==> src/rtl/fpc_tag_pool.sv <==
// fpc_tag_pool: per-channel read-tag allocator with in-order retirement for the FPC read path.
//
// Each of the 4 channels owns a ring of TAGS slots. A free slot (the ring head) is presented to
// the read-request multiplexer. The multiplexer consumes it with rr_ready, which allocates the
// slot. Completions mark slots done. Slots retire strictly in issue order from the ring tail,
// one per channel per cycle, with a registered ret_valid pulse for each retirement.
//
// Completion tag layout: c_tag = {2'b00, ch[1:0], 1'b0, tag_low[2:0]}. A nonzero reserved bit
// is a protocol error.
//
// Ports
//   clock                 in   single clock domain
//   reset                 in   asynchronous active-low reset, clears all state
//   enable[3:0]           in   per-channel allocation enable
//   rr_valid[3:0]         out  channel has a tag available (registers only, no rr_ready path)
//   rr_ready[3:0]         in   multiplexer consumed the presented tag this cycle
//   rr0..rr3_tag_low[2:0] out  presented tag per channel (ring head)
//   c_valid, c_tag[7:0]   in   final completion for a full tag
//   ret_valid[3:0]        out  one-cycle pulse per in-order retirement
//   busy[3:0]             out  channel holds at least one allocated tag
//   outstanding[5:0]      out  total allocated tags across all channels
//   err                   out  sticky protocol error, cleared only by reset
module fpc_tag_pool #(
    parameter int unsigned TAGS            = 8,
    parameter int unsigned MAX_OUTSTANDING = 32
) (
    input  logic       clock,
    input  logic       reset,
    input  logic [3:0] enable,
    output logic [3:0] rr_valid,
    input  logic [3:0] rr_ready,
    output logic [2:0] rr0_tag_low,
    output logic [2:0] rr1_tag_low,
    output logic [2:0] rr2_tag_low,
    output logic [2:0] rr3_tag_low,
    input  logic       c_valid,
    input  logic [7:0] c_tag,
    output logic [3:0] ret_valid,
    output logic [3:0] busy,
    output logic [5:0] outstanding,
    output logic       err
);

    localparam int unsigned NumCh   = 4;
    localparam logic [3:0]  CntFull = 4'(TAGS);
    localparam logic [5:0]  OutCap  = 6'(MAX_OUTSTANDING);

    logic [2:0] head_q  [NumCh];
    logic [2:0] head_d  [NumCh];
    logic [2:0] tail_q  [NumCh];
    logic [2:0] tail_d  [NumCh];
    logic [3:0] cnt_q   [NumCh];
    logic [3:0] cnt_d   [NumCh];
    logic [7:0] alloc_q [NumCh];
    logic [7:0] alloc_d [NumCh];
    logic [7:0] done_q  [NumCh];
    logic [7:0] done_d  [NumCh];
    logic [5:0] out_q, out_d;
    logic       err_q, err_d;
    logic [3:0] ret_q, ret_d;
    // Held low by reset so rr_valid stays low until the first clock edge after release.
    logic       active_q;

    logic [1:0] c_ch;
    logic [2:0] c_t;
    logic       c_ok;

    assign c_ch = c_tag[5:4];
    assign c_t  = c_tag[2:0];
    assign c_ok = (c_tag[7:6] == 2'b00) && !c_tag[3] && alloc_q[c_ch][c_t] && !done_q[c_ch][c_t];

    always_comb begin
        for (int i = 0; i < NumCh; i++) begin
            rr_valid[i] = active_q && enable[i] && (cnt_q[i] < CntFull) && (out_q < OutCap);
        end
    end

    always_comb begin
        logic [5:0] room;
        head_d  = head_q;
        tail_d  = tail_q;
        cnt_d   = cnt_q;
        alloc_d = alloc_q;
        done_d  = done_q;
        out_d   = out_q;
        err_d   = err_q;
        ret_d   = '0;
        room    = out_q;
        for (int i = 0; i < NumCh; i++) begin
            // Retirement decision uses registered state only.
            if ((cnt_q[i] != 4'd0) && done_q[i][tail_q[i]]) begin
                ret_d[i]             = 1'b1;
                alloc_d[i][tail_q[i]] = 1'b0;
                done_d[i][tail_q[i]]  = 1'b0;
                tail_d[i]            = tail_q[i] + 3'd1;
                cnt_d[i]             = cnt_d[i] - 4'd1;
                out_d                = out_d - 6'd1;
            end
            // The multiplexer issues one request per cycle, so the cap normally holds through
            // rr_valid alone; the running headroom check keeps it exact if several channels
            // are consumed together, and such an over-commit is flagged as a protocol error.
            if (rr_ready[i]) begin
                if (rr_valid[i] && (room < OutCap)) begin
                    room                  = room + 6'd1;
                    alloc_d[i][head_q[i]] = 1'b1;
                    head_d[i]             = head_q[i] + 3'd1;
                    cnt_d[i]              = cnt_d[i] + 4'd1;
                    out_d                 = out_d + 6'd1;
                end else begin
                    err_d = 1'b1;
                end
            end
        end
        // A valid completion never targets a slot retiring this cycle: that slot is already done.
        if (c_valid) begin
            if (c_ok) begin
                done_d[c_ch][c_t] = 1'b1;
            end else begin
                err_d = 1'b1;
            end
        end
    end

    always_ff @(posedge clock or negedge reset) begin
        if (!reset) begin
            for (int i = 0; i < NumCh; i++) begin
                head_q[i]  <= '0;
                tail_q[i]  <= '0;
                cnt_q[i]   <= '0;
                alloc_q[i] <= '0;
                done_q[i]  <= '0;
            end
            out_q    <= '0;
            err_q    <= 1'b0;
            ret_q    <= '0;
            active_q <= 1'b0;
        end else begin
            head_q   <= head_d;
            tail_q   <= tail_d;
            cnt_q    <= cnt_d;
            alloc_q  <= alloc_d;
            done_q   <= done_d;
            out_q    <= out_d;
            err_q    <= err_d;
            ret_q    <= ret_d;
            active_q <= 1'b1;
        end
    end

    always_comb begin
        rr0_tag_low = head_q[0];
        rr1_tag_low = head_q[1];
        rr2_tag_low = head_q[2];
        rr3_tag_low = head_q[3];
        for (int i = 0; i < NumCh; i++) begin
            busy[i] = (cnt_q[i] != 4'd0);
        end
        ret_valid   = ret_q;
        outstanding = out_q;
        err         = err_q;
    end

endmodule

==> config.mk <==
export PLATFORM = sky130hd
export DESIGN_NAME = fpc_tag_pool
export DESIGN_NICKNAME = d
export VERILOG_FILES = /design/src/rtl/fpc_tag_pool.sv
export SDC_FILE = /design/constraint.sdc
export NUM_CORES = 1
export LEC_CHECK = 0
export ABC_CLOCK_PERIOD_IN_PS = 6850
export CORE_AREA = 2 2 126 128
export CTS_BUF_LIST = sky130_fd_sc_hd__clkbuf_4
export DETAILED_ROUTE_END_ITERATION = 8
export DIE_AREA = 0 0 128 130
export PLACE_DENSITY = 0.68
export SLEW_MARGIN = 30
export SYNTH_ARGS = -nofsm -noshare
export SYNTH_HDL_FRONTEND = slang
export SYNTH_SLANG_ARGS = --single-unit
==> constraint.sdc <==
create_clock -name clock -period 6.85 [get_ports clock]
set_input_delay 1.37 -clock clock [delete_from_list [all_inputs] [get_ports clock]]
set_output_delay 1.37 -clock clock [all_outputs]
set_load 0.03 [all_outputs]
* Word level (Yosys, flattened, before mapping)
Index checks and enable logic that the tools add are counted.
Widths: inputs -> output; s select.
** Word-level totals
- Flip-flop bits (word level) :: 116
- Input bits :: 19
- Output and inout port bits :: 31
- Word-level logic and storage cells :: 241
** Cells by class
- Add/sub/neg operators :: 27
- $lt $le $gt $ge :: 28
- Muxes and demuxes :: 100
- Bitwise gates (word level) :: 18
- Reductions and logical operators :: 44
** Operators by type and width (count)
- $mux 8 :: 21
- $mux 6 :: 18
- $and 8x8->8 :: 8
- $mux 32 :: 2
- $mux 4 :: 12
- $add 6x1->6 const B :: 7
- $lt 3x4->1 const B :: 9
- $logic_and 1x1->1 :: 33
- $bmux 8 s2 :: 2
- $not 8->8 :: 4
- $or 32x32->32 :: 1
- $or 8x8->8 :: 4
- $mux 1 :: 29
- $demux 1 s3 :: 9
- $ge 3x1->1 const B :: 9
- $add 3x1->3 const B :: 8
- $lt 6x6->1 const B :: 4
- $sub 6x1->6 const B :: 4
- $bmux 1 s3 :: 6
- $add 4x1->4 const B :: 4
- $demux 8 s2 :: 1
- $lt 4x4->1 const B :: 4
- $reduce_bool 4->1 :: 4
- $sub 4x1->4 const B :: 4
- 6 further kinds :: 10

* Depth between registers and ports, before layout
Gate-level depths: netlist of run 1.
- Depth in word-level cells :: 22
- Mapped depth :: 30
- Mapped depth without buffers :: 29

* Least setup slack after synthesis of run 1
OpenSTA, ideal clock, no wires.
- Path type :: in2reg
- Start :: input port enable[0]
- End :: register out_q[5] (netlist: outstanding[5])
- Library setup time :: 0.125 ns
- Arrival time :: 5.791 ns
- Data required time :: 6.725 ns
- Setup slack :: 0.934 ns
- Stages on the path :: 23
- Buffers on the path :: 0
- Cell sequence :: nand4bb_1 inv_1 nand3_1 a211o_1 and2_1 inv_1 ha_1 a21oi_1 ha_1 nand2_1 o21ai_1 inv_1 ha_1 a21oi_1 o31a_1 ha_1 mux2i_1 ha_1 or3_1 a311oi_2 nor3b_2 mux2i_1 xnor2_1
** Between the ends
- Word-level cells in the longest chain between the ends :: 21
- Elaborated cells on any way between the ends :: 35
- Classes of those cells :: 8 x add/sub; 3 x order compare; 17 x mux; 7 x reduce/logical
** RTL lines
- start: declaration :: RTL line 29 : input logic [3:0] enable,
- $logic_and 1x1->1 * (3 in series) :: RTL line 74 : rr_valid[i] = active_q && enable[i] && (cnt_q[i] < CntFull) && (out_q < OutCap);
- net rr_valid[0] :: RTL line 30 : output logic [3:0] rr_valid,
- $logic_and 1x1->1 * :: RTL line 103 : if (rr_valid[i] && (room < OutCap)) begin
- $mux 6 :: RTL line 103
- $mux 6 :: RTL line 102 : if (rr_ready[i]) begin
- $sub 6x1->6 :: RTL line 97 : out_d = out_d - 6'd1;
- $mux 6 :: RTL line 91 : if ((cnt_q[i] != 4'd0) && done_q[i][tail_q[i]]) begin
- $add 6x1->6 :: RTL line 108 : out_d = out_d + 6'd1;
- (+5 left out)
- $mux 6 :: RTL line 103
- $mux 6 :: RTL line 102
- $sub 6x1->6 :: RTL line 97
- $mux 6 :: RTL line 91
- $add 6x1->6 :: RTL line 108
- $mux 6 :: RTL line 103
- $mux 6 * :: RTL line 102
- net out_d[5] :: RTL line 58 : logic [5:0] out_q, out_d;
- end signal: assignment :: RTL line 143 : out_q <= out_d;
- end: declaration :: RTL line 58
Mark *: on every way through the listed nets, which the timed path passes. The rest lies on a longest branch.
A chain may end at the register's enable or synchronous reset.

* Worst setup path in the final report of run 1
- Start :: register tail_q[9] (netlist name)
- End :: register out_q[5] (netlist: outstanding[5])
** Between the ends
- Word-level cells in the longest chain between the ends :: 22
** RTL lines
- start: declaration :: RTL line 50 : logic [2:0] tail_q [NumCh];
- start signal: assignment :: RTL line 139 : tail_q <= tail_d;
- $bmux 1 s3 * :: RTL line 91
- $mux 1 (not written as such) * :: RTL line 91
- $logic_and 1x1->1 * :: RTL line 91
- $mux 6 * :: RTL line 91
- $add 6x1->6 :: RTL line 108
- $mux 6 :: RTL line 103
- $mux 6 * :: RTL line 102
- $sub 6x1->6 :: RTL line 97
- (+7 left out)
- $mux 6 :: RTL line 103
- $mux 6 * :: RTL line 102
- $sub 6x1->6 :: RTL line 97
- $mux 6 * :: RTL line 91
- $add 6x1->6 :: RTL line 108
- $mux 6 :: RTL line 103
- $mux 6 * :: RTL line 102
- net out_d[5] :: RTL line 58
Mark *: on every way through the listed nets, which the timed path passes. The rest lies on a longest branch. The select of a mux whose other input is x is not followed.

==> results of run 1 <==
-- worst max-delay path: stages (launching register included) --
cell and delay (ns):
dfrtp_1 0.63, mux2_2 0.40, mux4_2 0.52, nand2_1 0.12
inv_2 0.11, xnor2_1 0.15, ha_1 0.29, nand2_1 0.07
o21ai_0 0.19, inv_1 0.09, ha_1 0.33, a21oi_1 0.21
ha_1 0.18, nand2_1 0.05, o21ai_1 0.17, inv_1 0.08
ha_1 0.32, a21oi_1 0.13, o31a_1 0.21, ha_1 0.27
mux2i_1 0.24, ha_1 0.29, or3_1 0.39, a311oi_2 0.34
nor3b_2 0.22, mux2i_1 0.10, xnor2_1 0.13
-- metrics by stage --
step / util (%) / std cells / setup WS [ns] / area, sq um
global route: 54.4 / 1003 / 0.0128 / 8390
detailed placement: 52.8 / 972 / 0.117 / 8140
finish: 54.4 / 1003 / 0.517 / 8390
CTS: 54.4 / 1003 / 0.447 / 8390
floorplan: - / 756 / 0.934 / 7470
global placement: 52.7 / 972 / 0.340 / 8140
-- cell type report --
cell class,count,share of cell area [%]
clock buffers,19,1.70
multi-input cells,573,51.4
well taps,192,2.86
repair buffers,60,6.72
inverters,31,1.39
flip-flops and latches,116,34.6
clock inverters,12,1.31
-- cell families (layout without fill, tap and decap cells) --
family,count (synthesis),after routing,synth area share (%)
compound gates,137,137,13.2
simple gates,289,289,19.8
flops,116,116,38.8
mux,41,41,9.64
buf+inv,67,122,3.57
xor+xnor,75,75,9.94
other cells,1,1,0.0502
fa+ha+maj,30,30,5.02
-- per-layer routing --
layer	global-route usage, %	vias to the layer above	wire, um
met1	35.5	3045	8910
met4	8.47	0	435
met2	40.5	207	9750
li1	-	2825	-
met5	0	-	0
met3	5.33	34	1080
-- power groups by stage --
stage,Sequential (mW),Combinational (mW),Clock (mW)
after global routing,1.15,1.57,0.514
after detailed placement,1.13,1.40,0
final,1.12,1.41,0.472
after floorplan,1.08,1.02,0
after global placement,1.12,1.34,0
after CTS,1.12,1.41,0.484
-- worst max-delay path by stage --
stage	from	endpoint	cells past startpoint
after detailed placement	enable[0]	outstanding[5]	24
after global routing	tail_q[9]	outstanding[5]	26
after CTS	cnt_q[12]	outstanding[5]	28
final	tail_q[9]	outstanding[5]	26
after global placement	enable[0]	outstanding[5]	24
after floorplan	enable[0]	outstanding[5]	23
-- cells in the final DEF, fill, tap and decap left out, types with 9 or more instances in the layout --
cell type and instances:
nand3b_1 11, or3_1 10, nor2_1 35, nand4_1 12, nand3_1 17, xnor2_1 52
xor2_1 15, a22o_1 24, o21ai_0 40, clkbuf_4 19, ha_1 30, buf_4 11
clkdlybuf4s50_1 46, a32o_1 15, nor2b_1 10, a21oi_1 14, dfrtp_1 116, nor3_1 14
nand2_1 122, inv_1 27, mux2i_1 9, mux4_2 24
-- state kept, by name (all words and copies together), names as in the netlist, 3 cells and up --
signal       cells
rr2_tag_low      3
tail_q          12
outstanding      6
rr0_tag_low      3
ret_valid        4
done_q          32
alloc_q         32
rr3_tag_low      3
rr1_tag_low      3
cnt_q           16
==> summary.md, run 1 <==
| Metric | Value |
|---|---|
| Clock transition at the registers of the reported paths | about 0.12 ns |
| Die area | 0.0166 sq mm |
| First-pass GRT wire length | 32.6 mm |
| CTS max path bufs | 2 |
| Largest cells by area after synthesis | dfrtp_1 39%, mux4_2 7.2%, nand2_1 6.1% |
| Yosys cell types | 76 |
| Power share of the combinational group | 47.0% |
| Storage cell area | 0.00290 sq mm |
| N_diodes | 0 |
| Clock root buffer master | clkbuf_4 |
| Status | finished clean |
| Switch share | 44.5% |
| Reg power frac | 37.3% |
| Power Total | 3.01 mW |
| Detailed Routing Iterations Pass 1 | 5 |
| Initial antenna violation count | 0 |
| Port Buffers | 49 |
| Core area | 0.0154 sq mm |
| Max transition margin | 36.9% |
| Slew Limit Fails | 0 |
| Dpl hpwl | roughly 15 mm |
| Mapped Area | between 0.007 and 0.008 sq mm |
| Die Wd | 128 um |
| Hold Path Class | register to register |
| P per Cell Area | 358 mW/mm^2 |
| Final estimated routing congestion in global placement | between 0.9 and 1 |
| Worst Reg2Reg Path Length in Cells | 26 |
| RR Startpoint | tail_q[9] |
| Net count, final | 848 |
| Hold-fix buffers at CTS | 0 |
| Post-CTS sizing | 0 |
| LEAKAGE | 3.50 nW |
| CP Max Fanout | 12 |
| Overflow after GRT | 0 |
| End of the worst hold path | alloc_q[23] |
| Number of buffers created by CTS | 17 |
| Initial Utilization | 48.5% |
| Area of the multi-input gates | approximately 0.0043 sq mm |
| Post-Syn Nets | just over 800 |
| WL/cell | approximately 20 um |
| Synth warn | 0 |
| Max-cap violations | 0 |
| EDFF count, synth | 0 |
| Row cnt | 46 |
| Critical path type | register to register |
| Critical path capture point type | register |
| Routed vias | 6111 |
| Reg2reg end | outstanding[5] |
| Die height | 130 um |
| CTS sink cnt | 116 |
| Fill count | 1379 |
| # DRC | 0 |
| Via/cell ratio | 6.09 |
| Main synth FF type | dfrtp_1 |
| Post-CTS Setup Inserts | 0 |
| RSZ-0062 raised after global routing | no |
| Min Hold Slack | 0.504 ns |
| Setup Viol. Count Final | 0 |
| Async SR Flop Fraction | 100% |
| Worst-margin pin slew | 0.945 ns |
| Worst skew pair latency | 0.54 ns |
| Top-area cell type share of the netlist area | between 30% and 40% |
| Final Critical Period | 6.33 ns |
| Worst reg2reg setup slack | around 0.52 ns |
| Most common cell in the synthesized netlist | nand2_1 |
| Ports | 50 |
| Hold path depth | 2 |
| Antenna Violating Nets Remaining | 0 |
| Arrival @ worst endpoint | roughly 6.8 ns |
| Register area share after synthesis | 38.8% |
| Clock power share | between 10% and 20% |
| Most frequent cells after synthesis | 122 x nand2_1, 116 x dfrtp_1, 52 x xnor2_1 |
| Number of global-route vias before repair | 6051 |
| WL final | 20.2 mm |
| #FFs+latches synth | around 120 |
| Share of cells above drive strength 1 | 13.1% |
| P&R area growth vs syn | 12.3% |
| HP Start | alloc_q[23] |
| Required @ worst endpoint | 7.28 ns |
| Area leader, netlist | dfrtp_1 |
| Global Route Usage Sum | about a quarter |
| Syn_area_per_cell | ~10 sq um |
| Cell internal pwr | 1.67 mW |
| Cells after Synth | around 760 |
| Crit share post-route | 92.5% |
| H-tree levels | 4 |
| Setup_tns | 0 ns |
| Clk_skew | about 0.023 ns |
| TritonCTS clock tree | built |
| Max Clk Rate | 158 MHz |
| Fin. Hold Viols | 0 |
| Initial drt markers | 676 |
| Critical Path Start Type | register |
| Net load switching power | 1.34 mW |
| VDD IR-drop max | around 0.00019 V |
| Largest net degree at the start of global routing | 76 |
No activity file was read; power rests on OpenSTA's default activity.
==> run 2, diff against run 1 <==
- CORE_AREA: 2 2 126 128 -> 4 4 128 130
- DIE_AREA: 0 0 128 130 -> 0 0 132 134
==> run 2 against run 1 <==
Against the previous run:
- die area increased by 6.3%
- total power hardly changed
- global-route usage is 2.0 points lower
- clock skew decreased by 0.0024 ns
- fmax fell by 0.11%
- largest cell class unchanged
- via count is 0.64% lower
- sequential share of layout area is 0.098 points higher
- clock-buffer cell count fell by 1
- highest routed layer unchanged
- final cell count fell by 0.80%
- hold slack gained 0.0090 ns
==> summary.md, run 2 (same netlist as run 1, synthesis figures left out) <==
| Metric | Value |
|---|---|
| Status | finished clean |
| Regs by FF count | alloc_q: 32 flops, done_q: 32 flops, cnt_q: 16 flops |
| N_diodes | 0 (unchanged) |
| # DRC | 0 (unchanged) |
| Met2 Use GR | 37.3% (-3.2 points) |
| Overflow after GRT | 0 (unchanged) |
| Die height | 134 um (+3.1%) |
| Number of global-route vias before repair | 6039 (-0.20%) |
| Dpl hpwl | 15.3 mm (-0.67%) |
| Crit path max-delay family | adder cells |
| Reg2reg end | outstanding[5] |
| VDD IR-drop max | 0.000228 V (+21%) |
| Clk_skew | 0.0203 ns (-0.00245 ns) |
| TritonCTS clock tree | built |
| Arrival @ worst endpoint | 6.77 ns (about the same) |
| Buf/Inv on CP | 5 (+2) |
| Clock root buffer master | clkbuf_4 |
| Final Critical Period | 6.34 ns (+0.00665 ns) |
| Global Route Usage Sum | 23.6% (-2.0 points) |
| Ports | 50 (unchanged) |
| Min Hold Slack | 0.513 ns (+0.00903 ns) |
| Worst Reg2Reg Path Length in Cells | 28 (+7.7%) |
| Die area | 0.0177 sq mm (+6.3%) |
| RR Startpoint | cnt_q[12] |
| Worst reg2reg setup slack | 0.51 ns (about the same) |
| CTS sink cnt | 116 (unchanged) |
| Core area | 0.0151 sq mm (-1.8%) |
| Max transition margin | 38.6% (+1.7 points) |
| WL/cell | 20.3 um (+0.84%) |
| Busiest layer in global routing | met2 |
| Initial drt markers | 508 (-25%) |
| Most frequent cells in the layout | 122 x nand2_1, 116 x dfrtp_1, 52 x xnor2_1 |
| P per Cell Area | 359 mW/mm^2 (+0.31%) |
| Row cnt | 45 (-2.2%) |
| Crit share post-route | 92.6% (+0.097 points) |
| Worst-margin pin slew | 0.918 ns (-0.0268 ns) |
| Number of buffers created by CTS | 17 (unchanged) |
| End of the worst hold path | alloc_q[17] |
| H-tree levels | 4 (unchanged) |
| Via/cell ratio | 6.10 (+0.16%) |
| CP most frequent cell | ha_1 |
| Met3 Use GR | 4.99% (-0.34 points) |
| Slew Limit Fails | 0 (unchanged) |
| Net count, final | 846 (-0.24%) |
| Post-CTS sizing | 0 (unchanged) |
| Setup_tns | 0 ns (unchanged) |
| LEAKAGE | 3.49 nW (-0.23%) |
| RSZ-0062 raised after global routing | no |
| Port Buffers | 49 (unchanged) |
| Hold path depth | 1 (-1) |
| Initial Utilization | 49.4% (+0.89 points) |
| Fin. Hold Viols | 0 (unchanged) |
| WL final | 20.2 mm (about the same) |
| CP Max Fanout | 10 (-2) |
| Largest net degree at the start of global routing | 72 (-5.3%) |
| Critical path type | register to register |
| Required @ worst endpoint | 7.28 ns (about the same) |
| CP max stage delay | 0.56 ns (-0.07 ns) |
| CTS max path bufs | 2 (unchanged) |
| Max Clk Rate | 158 MHz (-0.11%) |
| Die Wd | 132 um (+3.1%) |
| Antenna Violating Nets Remaining | 0 (unchanged) |
| Max-cap violations | 0 (unchanged) |
| Final estimated routing congestion in global placement | 0.962 (+2.0%) |
| Routed vias | 6072 (-0.64%) |
| Post-CTS Setup Inserts | 0 (unchanged) |
| Leading cell type in the layout, fill and taps excluded | nand2_1 |
| Detailed Routing Iterations Pass 1 | 5 (unchanged) |
| Clock transition at the registers of the reported paths | 0.11 ns (about the same) |
| Critical path capture point type | register |
| Met1 Track Usage GR | 33.2% (-2.3 points) |
| First-pass GRT wire length | 32.8 mm (+0.83%) |
| Worst path slowest cell | nor3b_1 |
| Final core occ | 55.3% (+0.85 points) |
| Critical Path Start Type | register |
| Initial antenna violation count | 0 (unchanged) |
| Share of cells above drive strength 1 | 12.3% (-0.80 points) |
| Setup Viol. Count Final | 0 (unchanged) |
| Worst skew pair latency | 0.54 ns (about the same) |
| Hold-fix buffers at CTS | 0 (unchanged) |
| HP Start | alloc_q[17] |
| P&R area growth vs syn | 12.0% |
| Hold Path Class | register to register |
## run 2: cell types whose count changed in the layout (fill, tap and decap cells not counted)
cell | before | now
buf_4 | 11 | 9
bufinv_16 | 1 | 2
clkbuf_4 | 19 | 18
clkinv_1 | 3 | 6
clkinv_2 | 3 | 2
clkinv_4 | 3 | 1
clkinvlp_4 | 4 | 2
## run 2: metal layers
layer | wire, um | part of all wire (%) | up-vias
met5 | 0 | 0 | -
met4 | 351 | 1.7 | 0
met3 | 957 | 4.7 | 24
met2 | 9740 | 48 | 180
met1 | 9130 | 45 | 3063
li1 | - | - | 2805
## run 2: layout make-up
class / instances / area (sq um)
clock inverters: 11 / 114
clock buffers: 18 / 135
multi-input cells: 573 / 4320
well taps: 188 / 235
repair buffers: 58 / 549
inverters: 31 / 116
flip-flops and latches: 116 / 2900
fillers: 1333 / 6780
## run 2: report_power, final
part           total, mW  switching [mW]  internal, mW
logic               1.41           0.776         0.630
clock network      0.474           0.263         0.211
registers           1.13           0.276         0.852
## run 2: how the worst max path moves through the flow
stage                            from              to  slack, ns  depth (start not counted)
after detailed placement  rr_ready[0]  outstanding[5]       0.22                         23
after global placement    rr_ready[0]  outstanding[5]       0.37                         23
after floorplan             enable[0]  outstanding[5]       0.93                         23
after global routing        cnt_q[12]  outstanding[5]       0.08                         28
after CTS                   cnt_q[12]  outstanding[5]       0.58                         28
final                       cnt_q[12]  outstanding[5]       0.51                         28
## run 2: through the flow
stage                     power [mW]  cells  area [sq um]  setup slack, ns
after floorplan                 2.10    756          7470            0.934
after global placement          2.47    966          8120            0.370
after detailed placement        2.53    966          8120            0.217
after CTS                       3.01    995          8370            0.584
after global routing            3.23    995          8370           0.0842
final                           3.01    995          8370            0.510
==> run 3, diff against run 2 <==
- TNS_END_PERCENT: unset -> 100
==> results of run 3 <==
No change in the layout: final DEF, timing and power equal those of run 2.
